**config.mk**
```make
export PLATFORM = sky130hd
export DESIGN_NAME = debounce_multi_flat
export DESIGN_NICKNAME = d
export VERILOG_FILES = /design/src/rtl/debounce_pkg.sv /design/src/rtl/debounce_multi_if.sv /design/src/rtl/debounce_channel.sv /design/src/rtl/debounce_multi.sv /design/src/flat_wrapper.sv
export SDC_FILE = /design/constraint.sdc
export NUM_CORES = 1
export LEC_CHECK = 0
export CORE_UTILIZATION = 50
export CTS_CLUSTER_DIAMETER = 150
export CTS_CLUSTER_SIZE = 12
export DETAILED_ROUTE_END_ITERATION = 6
export PLACE_DENSITY = 0.64
export RECOVER_POWER = 25
export SLEW_MARGIN = 20
export SYNTH_ARGS = -nofsm -noshare
export SYNTH_HDL_FRONTEND = slang
export SYNTH_HIERARCHICAL = 1
export SYNTH_SLANG_ARGS = --single-unit
```
**constraint.sdc**
```tcl
create_clock -name clk -period 4.35 [get_ports clk]
set_input_delay 0.87 -clock clk [delete_from_list [all_inputs] [get_ports clk]]
set_output_delay 0.87 -clock clk [all_outputs]
set_load 0.005 [all_outputs]
```
**src/rtl/debounce_pkg.sv**
```systemverilog
// Shared helpers for the multi-channel debouncer: count derivation,
// counter sizing and parameter legality.
package debounce_pkg;

  // Number of clock cycles that make up the stability window.
  // DELAY and CLOCK_PERIOD are in the same time unit (ns).
  function automatic int count_of(longint delay, longint clock_period);
    if (clock_period <= 0) return 0;
    return int'(delay / clock_period);
  endfunction

  // Bits needed to hold 0..count inclusive.
  function automatic int cnt_width(int count);
    return $clog2(count + 1);
  endfunction

  // True when the configuration can be built.
  function automatic bit params_legal(int count, int sync_stages, int channels);
    return (count >= 1) && (sync_stages >= 2) && (channels >= 1);
  endfunction

endpackage

```
**src/rtl/debounce_multi_if.sv**
```systemverilog
// Signal bundle between switch inputs, the debouncer and its consumers.
interface debounce_multi_if #(
  parameter int CHANNELS = 4
);
  logic [CHANNELS-1:0] signal_in;
  logic [CHANNELS-1:0] signal_out;
  logic [CHANNELS-1:0] rise;
  logic [CHANNELS-1:0] fall;
  logic                any_event;

  modport master (
    output signal_in,
    input  signal_out, rise, fall, any_event
  );

  modport slave (
    input  signal_in,
    output signal_out, rise, fall, any_event
  );
endinterface

```
**src/rtl/debounce_channel.sv**
```systemverilog
// One debounced channel: synchroniser, saturating stability counter,
// registered level and single-cycle rise/fall pulses.
module debounce_channel
  import debounce_pkg::*;
#(
  parameter int   COUNT       = 10,
  parameter int   SYNC_STAGES = 2,
  parameter logic RESET_LEVEL = 1'b0
) (
  input  logic clk,
  input  logic rst,
  input  logic signal_i,
  output logic level_o,
  output logic rise_o,
  output logic fall_o,
  output logic evt_d_o
);
  localparam int CNT_W = cnt_width(COUNT);
  localparam logic [CNT_W-1:0] CNT_MAX = CNT_W'(COUNT);

  logic [SYNC_STAGES-1:0] sync_q;
  logic                   hist_q;
  logic                   out_q, out_d;
  logic                   rise_q, rise_d;
  logic                   fall_q, fall_d;
  logic [CNT_W-1:0]       cnt_q, cnt_d;
  logic                   s;

  assign s = sync_q[SYNC_STAGES-1];

  // Counter restarts on any synchronised change; once saturated the level is accepted.
  always_comb begin
    cnt_d  = cnt_q;
    out_d  = out_q;
    rise_d = 1'b0;
    fall_d = 1'b0;
    if (s != hist_q) begin
      cnt_d = '0;
    end else if (cnt_q == CNT_MAX) begin
      if (s != out_q) begin
        out_d  = s;
        rise_d = s;
        fall_d = ~s;
      end
    end else begin
      cnt_d = cnt_q + CNT_W'(1);
    end
  end

  // Synchroniser shift, history, counter and output registers.
  always_ff @(posedge clk) begin
    if (rst) begin
      sync_q <= {SYNC_STAGES{RESET_LEVEL}};
      hist_q <= RESET_LEVEL;
      out_q  <= RESET_LEVEL;
      cnt_q  <= '0;
      rise_q <= 1'b0;
      fall_q <= 1'b0;
    end else begin
      sync_q <= {sync_q[SYNC_STAGES-2:0], signal_i};
      hist_q <= s;
      out_q  <= out_d;
      cnt_q  <= cnt_d;
      rise_q <= rise_d;
      fall_q <= fall_d;
    end
  end

  assign level_o = out_q;
  assign rise_o  = rise_q;
  assign fall_o  = fall_q;
  assign evt_d_o = rise_d | fall_d;

endmodule

```
**src/rtl/debounce_multi.sv**
```systemverilog
// Multi-channel switch debouncer: independent channels plus a shared
// registered any_event flag aligned with the per-channel pulses.
module debounce_multi
  import debounce_pkg::*;
#(
  parameter int     CHANNELS     = 4,
  parameter longint DELAY        = 10_000_000, // ns
  parameter longint CLOCK_PERIOD = 20,         // ns
  parameter int     SYNC_STAGES  = 2,
  parameter logic   RESET_LEVEL  = 1'b0
) (
  input  logic            clk,
  input  logic            rst,
  debounce_multi_if.slave bus
);
  localparam int COUNT = count_of(DELAY, CLOCK_PERIOD);

  if (!params_legal(COUNT, SYNC_STAGES, CHANNELS)) begin : g_illegal
    $fatal(1, "debounce_multi: illegal parameters (COUNT=%0d SYNC_STAGES=%0d CHANNELS=%0d)",
           COUNT, SYNC_STAGES, CHANNELS);
  end

  logic [CHANNELS-1:0] evt_d;
  logic                any_event_q, any_event_d;

  for (genvar i = 0; i < CHANNELS; i++) begin : g_ch
    debounce_channel #(
      .COUNT       (COUNT),
      .SYNC_STAGES (SYNC_STAGES),
      .RESET_LEVEL (RESET_LEVEL)
    ) u_ch (
      .clk      (clk),
      .rst      (rst),
      .signal_i (bus.signal_in[i]),
      .level_o  (bus.signal_out[i]),
      .rise_o   (bus.rise[i]),
      .fall_o   (bus.fall[i]),
      .evt_d_o  (evt_d[i])
    );
  end

  // Any channel about to pulse on this edge.
  always_comb begin
    any_event_d = |evt_d;
  end

  // Register the flag so it lands on the same edge as rise/fall.
  always_ff @(posedge clk) begin
    if (rst) any_event_q <= 1'b0;
    else     any_event_q <= any_event_d;
  end

  assign bus.any_event = any_event_q;

endmodule

```
**src/flat_wrapper.sv**
```systemverilog
// flat-port wrapper written by rule: the top's interface ports become plain ports
module debounce_multi_flat import debounce_pkg::*;
#(
  parameter int     CHANNELS     = 4,
  parameter longint DELAY        = 10_000_000,      
  parameter longint CLOCK_PERIOD = 20,              
  parameter int     SYNC_STAGES  = 2,
  parameter logic   RESET_LEVEL  = 1'b0
)
  (clk, rst, bus_signal_in, bus_signal_out, bus_rise, bus_fall, bus_any_event);
  debounce_multi_if #(.CHANNELS(CHANNELS)) bus_i ();
  input  logic clk;
  input  logic rst;
  input wire logic [$bits(bus_i.signal_in)-1:0] bus_signal_in;
  output wire logic [$bits(bus_i.signal_out)-1:0] bus_signal_out;
  output wire logic [$bits(bus_i.rise)-1:0] bus_rise;
  output wire logic [$bits(bus_i.fall)-1:0] bus_fall;
  output wire logic [$bits(bus_i.any_event)-1:0] bus_any_event;
  assign bus_i.signal_in = bus_signal_in;
  assign bus_signal_out = bus_i.signal_out;
  assign bus_rise = bus_i.rise;
  assign bus_fall = bus_i.fall;
  assign bus_any_event = bus_i.any_event;
  debounce_multi #(.CHANNELS(CHANNELS), .DELAY(DELAY), .CLOCK_PERIOD(CLOCK_PERIOD), .SYNC_STAGES(SYNC_STAGES), .RESET_LEVEL(RESET_LEVEL)) u_core (.clk(clk), .rst(rst), .bus(bus_i));
endmodule
```
Yosys cells after proc, flatten, opt, wreduce, memory -nomap -nowiden. Cells that the tools add are included.

Output and inout bits: 13. Bits in registers: 101.

Muxes and demuxes: 24. Add/sub/neg operators: 4. Reductions and logical operators: 9. Eq/ne operators: 12. Bitwise logic cells: 12.

Operators with widths (number): $add 19x1->19 const B (4); $eq 19x19->1 const B (4); $mux 1 (24); $reduce_and 3->1 (4); $ne 1x1->1 (8); $not 1->1 (8); $reduce_or 2->1 (4); $or 1x1->1 (4); $reduce_or 4->1 (1).

Longest topological paths before layout.
Depth in word-level cells: 6. Mapped depth: 8. Gate-level depth less buffers: 7.

By module. Netlist, hierarchy kept.

Modules (own cells, without submodules): debounce_channel (area each 1164.9 um2, instances 4, cells an instance 137); debounce_multi (area each 30.0 um2, instances 1, cells an instance 3).

Worst setup path before layout. No wires, ideal clock.

Path type: register to register. From: register u_core.g_ch[0].u_ch.cnt_q[10]. To: register u_core.g_ch[0].u_ch.out_q. Data required time: 4276 ps. Slack: 2346 ps. Data arrival time: 1929 ps. Buffers on the path: 1. Stages on the path, launching flop included: 6. Setup time: 74 ps. Path through: dfxtp_1 > or4_1 > or3_1 > clkbuf_2 > or4_1 > a31oi_1.

Longest elaborated chain between the ends: 2.

Ends and longest elaborated chain: start: declaration (RTL line debounce_channel.sv:26) `logic [CNT_W-1:0] cnt_q, cnt_d;`; start signal: assignment (RTL line debounce_channel.sv:63) `cnt_q <= cnt_d;`; $eq 19x19->1 (RTL line debounce_channel.sv:39) `end else if (cnt_q == CNT_MAX) begin`; $reduce_and 3->1 (no source line); end signal: assignment (RTL line debounce_channel.sv:62) `out_q <= out_d;`; end: declaration (RTL line debounce_channel.sv:23) `logic out_q, out_d;`.

Every way passes these cells. A chain may end at the register's enable or synchronous reset.

Worst setup path in the final report.
From: input rst. To: register u_core.g_ch[3].u_ch.cnt_q[0].

Longest elaborated chain between the ends: 1.

Ends and longest elaborated chain: start: declaration (RTL line flat_wrapper.sv:13) `input logic rst;`; $reduce_or 2->1 (no source line); end signal: assignment (RTL line debounce_channel.sv:63); end: declaration (RTL line debounce_channel.sv:26).

Every way passes these cells.

==> results.tsv <==
stage	metric	value	unit
run_status	status	completed	
routing	top routing layer in use	met4	
final_layout	multi-input logic area	2500	um^2
cts	Hold Buf Count CTS	0	
global_routing	grt ovf	0	
final_layout	area grow syn2layout	9.04	%
cts	TritonCTS Buffers	9	
sta	Hold WS	0.446	ns
sta	maximum clock rate	436	MHz
sta	Setup Skew	0.0110	ns
sta	fin crit share	52.7	%
routing	initial DRC count	123	
die	chip height	98.8	um
synth	Mapped Cells	551	
die	Die ar.	9770	um^2
die	starting density of the core	52.7	%
worst_setup_path	Worst Path Arrival	2.54	ns
synth	Syn Std Cell Area	4690	um^2
job	MaxCap Viol Count	0	
die	DIE WIDTH	98.8	um
worst_hold_path	hold path cells	1	
place	post-detail-place hpwl	6.25	mm
worst_setup_path	Worst setup SP type	input port	
pwr	pwr/cell area	317	nW/um^2
sta	Worst-Margin Slew	0.813	ns
routing	1st-pass router iterations	4	
cts	Post-CTS Resized	0	
worst_setup_path	crit path kind	input port to register	
routing	drc violations	0	
worst_setup_path	CP endpoint kind	register	
cts	H-tree depth	3	
global_routing	largest net degree at the start of global routing	26	
worst_setup_path	Max Fanout on Critical Path	25	
global_routing	vias in the first global route	3457	
final_layout	antenna cell count	0	
routing	via count	3839	
sta	minimum clock period	2.29	ns
synth	synthesized area per cell	8.51	um^2
routing	WL met3	248	um
sta	Post-Route Setup TNS	0	ns
final_layout	layout cells sized above 1	4.28	%
global_routing	initial antenna violation count	0	
routing	met2 WL	4.05	mm
pwr	Leak	1.76	nW
sta	Final Hold Fails	0	
cts	CTS Buffer Depth	2	
sta	RSZ-0062 raised after global routing	false	
routing	Vias/cell	5.74	
routing	Wirelength per Cell	13.5	um
global_routing	global-route wire length before repair	15.6	mm
synth	Yosys cell types	27	
die	Core ar.	8890	um^2
worst_hold_path	min-delay worst type	register to register	
worst_setup_path	data required time of the worst path	4.59	ns
sta	Slew Limit Fails	0	
place	Final Wtd Congestion	0.759	
routing	Met1 Wirelength	4.59	mm
cts	CTS Sinks	101	
final_layout	nets	578	
synth	synthesized flop and latch total	101	
final_layout	Reg area	2020	um^2
pwr	worst vdd ir	0.226	mV
sta	Worst slew margin	45.6	%
worst_setup_path	R2R depth	5	
sta	setup violators final	0	
die	FP Rows	34	
synth	Mapped Nets	573	
cts	clk_lat worst skew	0.37	ns
place	IO buf count	18	
cts	CTS clk-pin slew, worst paths	0.10	ns
routing	final WL	9.00	mm
global_routing	Tot GR Track Use	19.5	%
synth	Seq/Total Area, Yosys	43.1	%
cts	Clk Tree Root Cell	clkbuf_8	
final_layout	Fill cells	846	
cts	CTS tree	built	
die	IO Pins	19	
cts	total setup buffers inserted after CTS	0	
routing	post-route ant nets	0	
synth	Yosys Warn Count	6	
## cell families (layout without fill, tap and decap cells)
logic type               Yosys count  count (layout)  synth area share (%)
XOR/XNOR                          36              36                  6.72
buffers and inverters             44              54                  3.63
flip-flops                       101             101                  43.1
AO/OA/AOI/OAI                     96              96                  11.2
adder cells (fa/ha/maj)           16              16                  4.27
AND/OR/NAND/NOR                  258             258                  31.1
## synth_stat cells
master	instances	share of area, %
dfxtp_1	101	43
nor2_1	53	4.2
a21oi_1	44	4.7
xor2_1	36	6.7
nand4_1	32	4.3
o21ai_0	32	3.4
nand3_1	28	3.0
and3_1	20	2.7
clkbuf_1	20	1.6
inv_1	20	1.6
nand2_1	20	1.6
or3_1	20	2.7
or4_1	20	3.2
ha_1	16	4.3
o31ai_1	16	2.6
nor2b_1	12	1.6
nor3_1	12	1.3
and2_1	8	1.1
and4_1	8	1.5
nor4_1	5	0.67
a31oi_1	4	0.53
clkbuf_2	4	0.43
nand2b_1	4	0.53
nand3b_1	4	0.64
nor4b_1	4	0.75
or2_2	4	0.53
or4b_2	4	0.85
## layout by cell type (no fill, tap or decap), types with 12 or more instances in the layout
cell type / Yosys / layout
xor2_1: 36 / 36
ha_1: 16 / 16
o31ai_1: 16 / 16
nor3_1: 12 / 12
nand4_1: 32 / 32
nand3_1: 28 / 28
or4_1: 20 / 20
inv_1: 20 / 20
and3_1: 20 / 20
o21ai_0: 32 / 32
a21oi_1: 44 / 44
or3_1: 20 / 20
dfxtp_1: 101 / 101
nor2b_1: 12 / 12
nor2_1: 53 / 53
nand2_1: 20 / 20
## report_power, final
part | internal (mW) | total [mW] | switching [mW]
logic | 0.0245 | 0.0669 | 0.0424
registers | 0.938 | 0.950 | 0.0121
clock network | 0.274 | 0.607 | 0.333
## path summary, 6_finish.rpt
path / from / end / slack (ns)
setup / recovery: rst / u_core/g_ch[3].u_ch/cnt_q[0]$_SDFFE_PP0P_ / 2.06
hold / removal: u_core/g_ch[3].u_ch/sync_q[0]$_SDFF_PP0_ / u_core/g_ch[3].u_ch/sync_q[1]$_SDFF_PP0_ / 0.45
setup reg to reg: u_core/g_ch[2].u_ch/cnt_q[10]$_SDFFE_PP0P_ / u_core/bus.any_event$_SDFF_PP0_ / 2.18
hold reg to reg: u_core/g_ch[3].u_ch/sync_q[0]$_SDFF_PP0_ / u_core/g_ch[3].u_ch/sync_q[1]$_SDFF_PP0_ / 0.45
## cell type report
class / count / share of cell area, %
clock inverters: 7 / 1.57
inverters: 20 / 1.47
flip-flops and latches: 101 / 39.5
well taps: 108 / 2.64
clock buffers: 9 / 2.42
repair buffers: 18 / 3.52
multi-input cells: 406 / 48.8
## worst max-delay path, cell delays in order
cell	delay, ns
dlygate4sd3_1	1.06
or2_2	0.48
nor3_1	0.12
## metal layers
layer | global-route usage (%) | vias up
met5 | 0 | -
met4 | 6.66 | 0
met2 | 30.9 | 52
met3 | 4.75 | 11
met1 | 26.1 | 1771
li1 | - | 2005
## sequential cells by signal (all words and copies together), names as in the netlist
signal / flops
u_core/g_ch.u_ch/level_o: 4
u_core/g_ch.u_ch/rise_o: 4
u_core/g_ch.u_ch/fall_o: 4
u_core/g_ch.u_ch/hist_q: 4
u_core/g_ch.u_ch/sync_q: 8
u_core/bus.any_event: 1
u_core/g_ch.u_ch/cnt_q: 76
## through the flow
step | utilization, % | setup slack (ns) | area, um^2 | std cells | power [mW]
after floorplan | - | 2.35 | 4690 | 551 | 1.02
after global routing | 57.5 | 1.95 | 5110 | 669 | 1.70
after detailed placement | 55.2 | 1.61 | 4910 | 653 | 1.04
final | 57.5 | 2.06 | 5110 | 669 | 1.62
after CTS | 57.5 | 2.01 | 5110 | 669 | 1.65
after global placement | 55.2 | 1.68 | 4910 | 653 | 1.04
(Power assumes the default switching activity.)
==> patch, RTL diff (same flow settings) <==
`RESET_LEVEL` is set to 1'b0 in 3 places; all go to 1'b1.
--- a/src/rtl/debounce_channel.sv
+++ b/src/rtl/debounce_channel.sv
@@ -5,7 +5,7 @@
 #(
   parameter int   COUNT       = 10,
   parameter int   SYNC_STAGES = 2,
-  parameter logic RESET_LEVEL = 1'b0
+  parameter logic RESET_LEVEL = 1'b1
 ) (
   input  logic clk,
   input  logic rst,
--- a/src/rtl/debounce_multi.sv
+++ b/src/rtl/debounce_multi.sv
@@ -7,7 +7,7 @@
   parameter longint DELAY        = 10_000_000, // ns
   parameter longint CLOCK_PERIOD = 20,         // ns
   parameter int     SYNC_STAGES  = 2,
-  parameter logic   RESET_LEVEL  = 1'b0
+  parameter logic   RESET_LEVEL  = 1'b1
 ) (
   input  logic            clk,
   input  logic            rst,
--- a/src/flat_wrapper.sv
+++ b/src/flat_wrapper.sv
@@ -5,7 +5,7 @@
   parameter longint DELAY        = 10_000_000,      
   parameter longint CLOCK_PERIOD = 20,              
   parameter int     SYNC_STAGES  = 2,
-  parameter logic   RESET_LEVEL  = 1'b0
+  parameter logic   RESET_LEVEL  = 1'b1
 )
   (clk, rst, bus_signal_in, bus_signal_out, bus_rise, bus_fall, bus_any_event);
   debounce_multi_if #(.CHANNELS(CHANNELS)) bus_i ();
Behaviour: not the same (a bounded check fails within 4 cycles, from zero or initial values and one cycle with rst high).
==> patch against the original RTL <==
- total power down 2.2%
- area after synthesis up 1.7%
- critical path type unchanged
- worst hold slack worse by 0.028 ns
- routed wire length about the same
- cell area up 1.9%
- critical endpoint is now u_core/g_ch[0].u_ch/cnt_q[0]
- sequential power up 0.5%
- sequential cell count unchanged
- sequential share of layout area down 0.73 points
- via count up 1.5%
- die area up 1.7%
- worst setup slack worse by 0.048 ns
==> patch: results (changes against the original RTL) <==
| Metric | Value |
|---|---|
| Yosys Warn Count | 6 (unchanged) |
| Detail Placement HPWL | 6280 microns (+0.45%) |
| Post-CTS sizing | 0 (unchanged) |
| Diodes inserted | 0 (unchanged) |
| Syn-to-layout area delta | 9.23% |
| Non-filler cells in the finished layout | 697 (+4.2%) |
| CTS clk-pin slew, worst paths | 0.09 ns |
| Status | finished clean |
| Number of antenna-violating nets in the routed design | 0 (unchanged) |
| Crit Path Max Fanout | 33 (+32%) |
| Synth area leaders | dfxtp_1 42%, xor2_1 6.6%, a21oi_1 4.6% |
| H-tree levels | 3 (unchanged) |
| Via/cell ratio | 5.59 (-2.6%) |
| Layout cells sized above 1 | 7.57% (+3.3 points) |
| Slew Limit Fails | 0 (unchanged) |
| FF-to-FF path depth | 6 (+1) |
| Max Root-Sink Buffers | 2 (unchanged) |
| Largest net degree at the start of global routing | 34 (+31%) |
| Iteration-0 DRC count of the detailed router | 80 (-35%) |
| Root Driver | clkbuf_8 |
| 1st-pass router iterations | 4 (unchanged) |
| GRT Util Overall | 19.5% (-0.046 points) |
| DP Area | 0.00503 sq mm (+2.5%) |
| First-pass GRT wire length | 15900 microns (+1.9%) |
| Async SR Flop Fraction | 0% (unchanged) |
| CTS buffer count | 9 (unchanged) |
| DRT Wirelength | 9010 microns (about the same) |
| Syn nets | 577 (+0.70%) |
| Fin Clk Skew | 0.0135 ns (+0.00247 ns) |
| Postcts setup bufs | 0 (unchanged) |
| Worst Path Arrival | 2.57 ns (+0.03 ns) |
| Worst hold stages | 1 (unchanged) |
| Post-Syn Area per Cell | 8.59 sq um (+0.97%) |
| Post-synth top cells | 101 x dfxtp_1, 49 x nor2_1, 44 x a21oi_1, 36 x xor2_1, 32 x nand4_1 |
| Initial antenna violation count | 0 (unchanged) |
| Routability cong. | 0.821 (+8.1%) |
| Seq/Total Area, Yosys | 42.4% (-0.72 points) |
| Static leakage power | 1.84 nW (+4.9%) |
| Inst Count DP | 682 (+4.4%) |
| Top flop regs | u_core/g_ch.u_ch/cnt_q (76), u_core/g_ch.u_ch/sync_q (8) |
| Port bufs | 18 (unchanged) |
| Final net count | 586 (+1.4%) |
| Skew-Pair Late Insertion Delay | 0.36 ns |
| Hold WC Path Type | reg -> reg |
| Vias in the first global route | 3580 (+3.6%) |
| Worst Max-Slew Pin Slew | 0.873 ns (+0.0598 ns) |
| Synth cell types | 32 (+19%) |
| Peak VDD IR | 0.209 mV (-7.4%) |
patch: path summary, 6_finish.rpt:
check / start / to / slack [ns]
hold / removal: u_core/g_ch[0].u_ch/sync_q[0] / u_core/g_ch[0].u_ch/sync_q[1] / 0.42
hold reg to reg: u_core/g_ch[0].u_ch/sync_q[0] / u_core/g_ch[0].u_ch/sync_q[1] / 0.42
setup / recovery: rst / u_core/g_ch[0].u_ch/cnt_q[0] / 2.01
setup reg to reg: u_core/g_ch[2].u_ch/cnt_q[10] / u_core/bus.any_event / 2.38
patch: area by class of cell:
class | instances | area, sq um
sequential | 101 | 2020
multi-input combinational | 410 | 2580
inverter | 24 | 90.1
clock inverter | 6 | 55.1
clock buffer | 9 | 124
tap | 129 | 161
fill | 844 | 4030
timing repair buffer | 18 | 180
patch: through the flow:
step | setup slack [ns] | hold slack (ns)
2_1_floorplan | 2.63 | 0.389
3_3_place_gp | 1.67 | 0.391
3_5_place_dp | 1.61 | 0.395
4_1_cts | 1.96 | 0.420
5_1_grt | 1.85 | 0.441
6_report | 2.01 | 0.418
patch: routing by layer:
layer / global-route usage, % / share of wire, %
met1: 25.6 / 51
met2: 32.2 / 46
met3: 4.43 / 2.8
met4: 5.09 / 0.61
met5: 0 / 0
patch: cell families after synthesis:
logic type	Yosys count	synth area share [%]
xor gates and xnor gates	36	6.61
adders and majority gates	16	4.20
AOI/OAI and AO/OA	92	10.8
DFF	101	42.4
buffers and inverters	44	3.57
and+or+nand+nor	266	32.4
patch: power by group:
group          internal, mW  switching (mW)  leakage (nW)  total (mW)
clock                 0.216           0.336        0.0858       0.552
combinational        0.0325          0.0483         0.937      0.0809
sequential            0.940          0.0158         0.818       0.955
total                  1.19           0.400          1.84        1.59
patch: critical path, cell delays in order:
cell	delay, ns
dlygate4sd3_1	1.11
or2_2	0.47
nor3_1	0.12
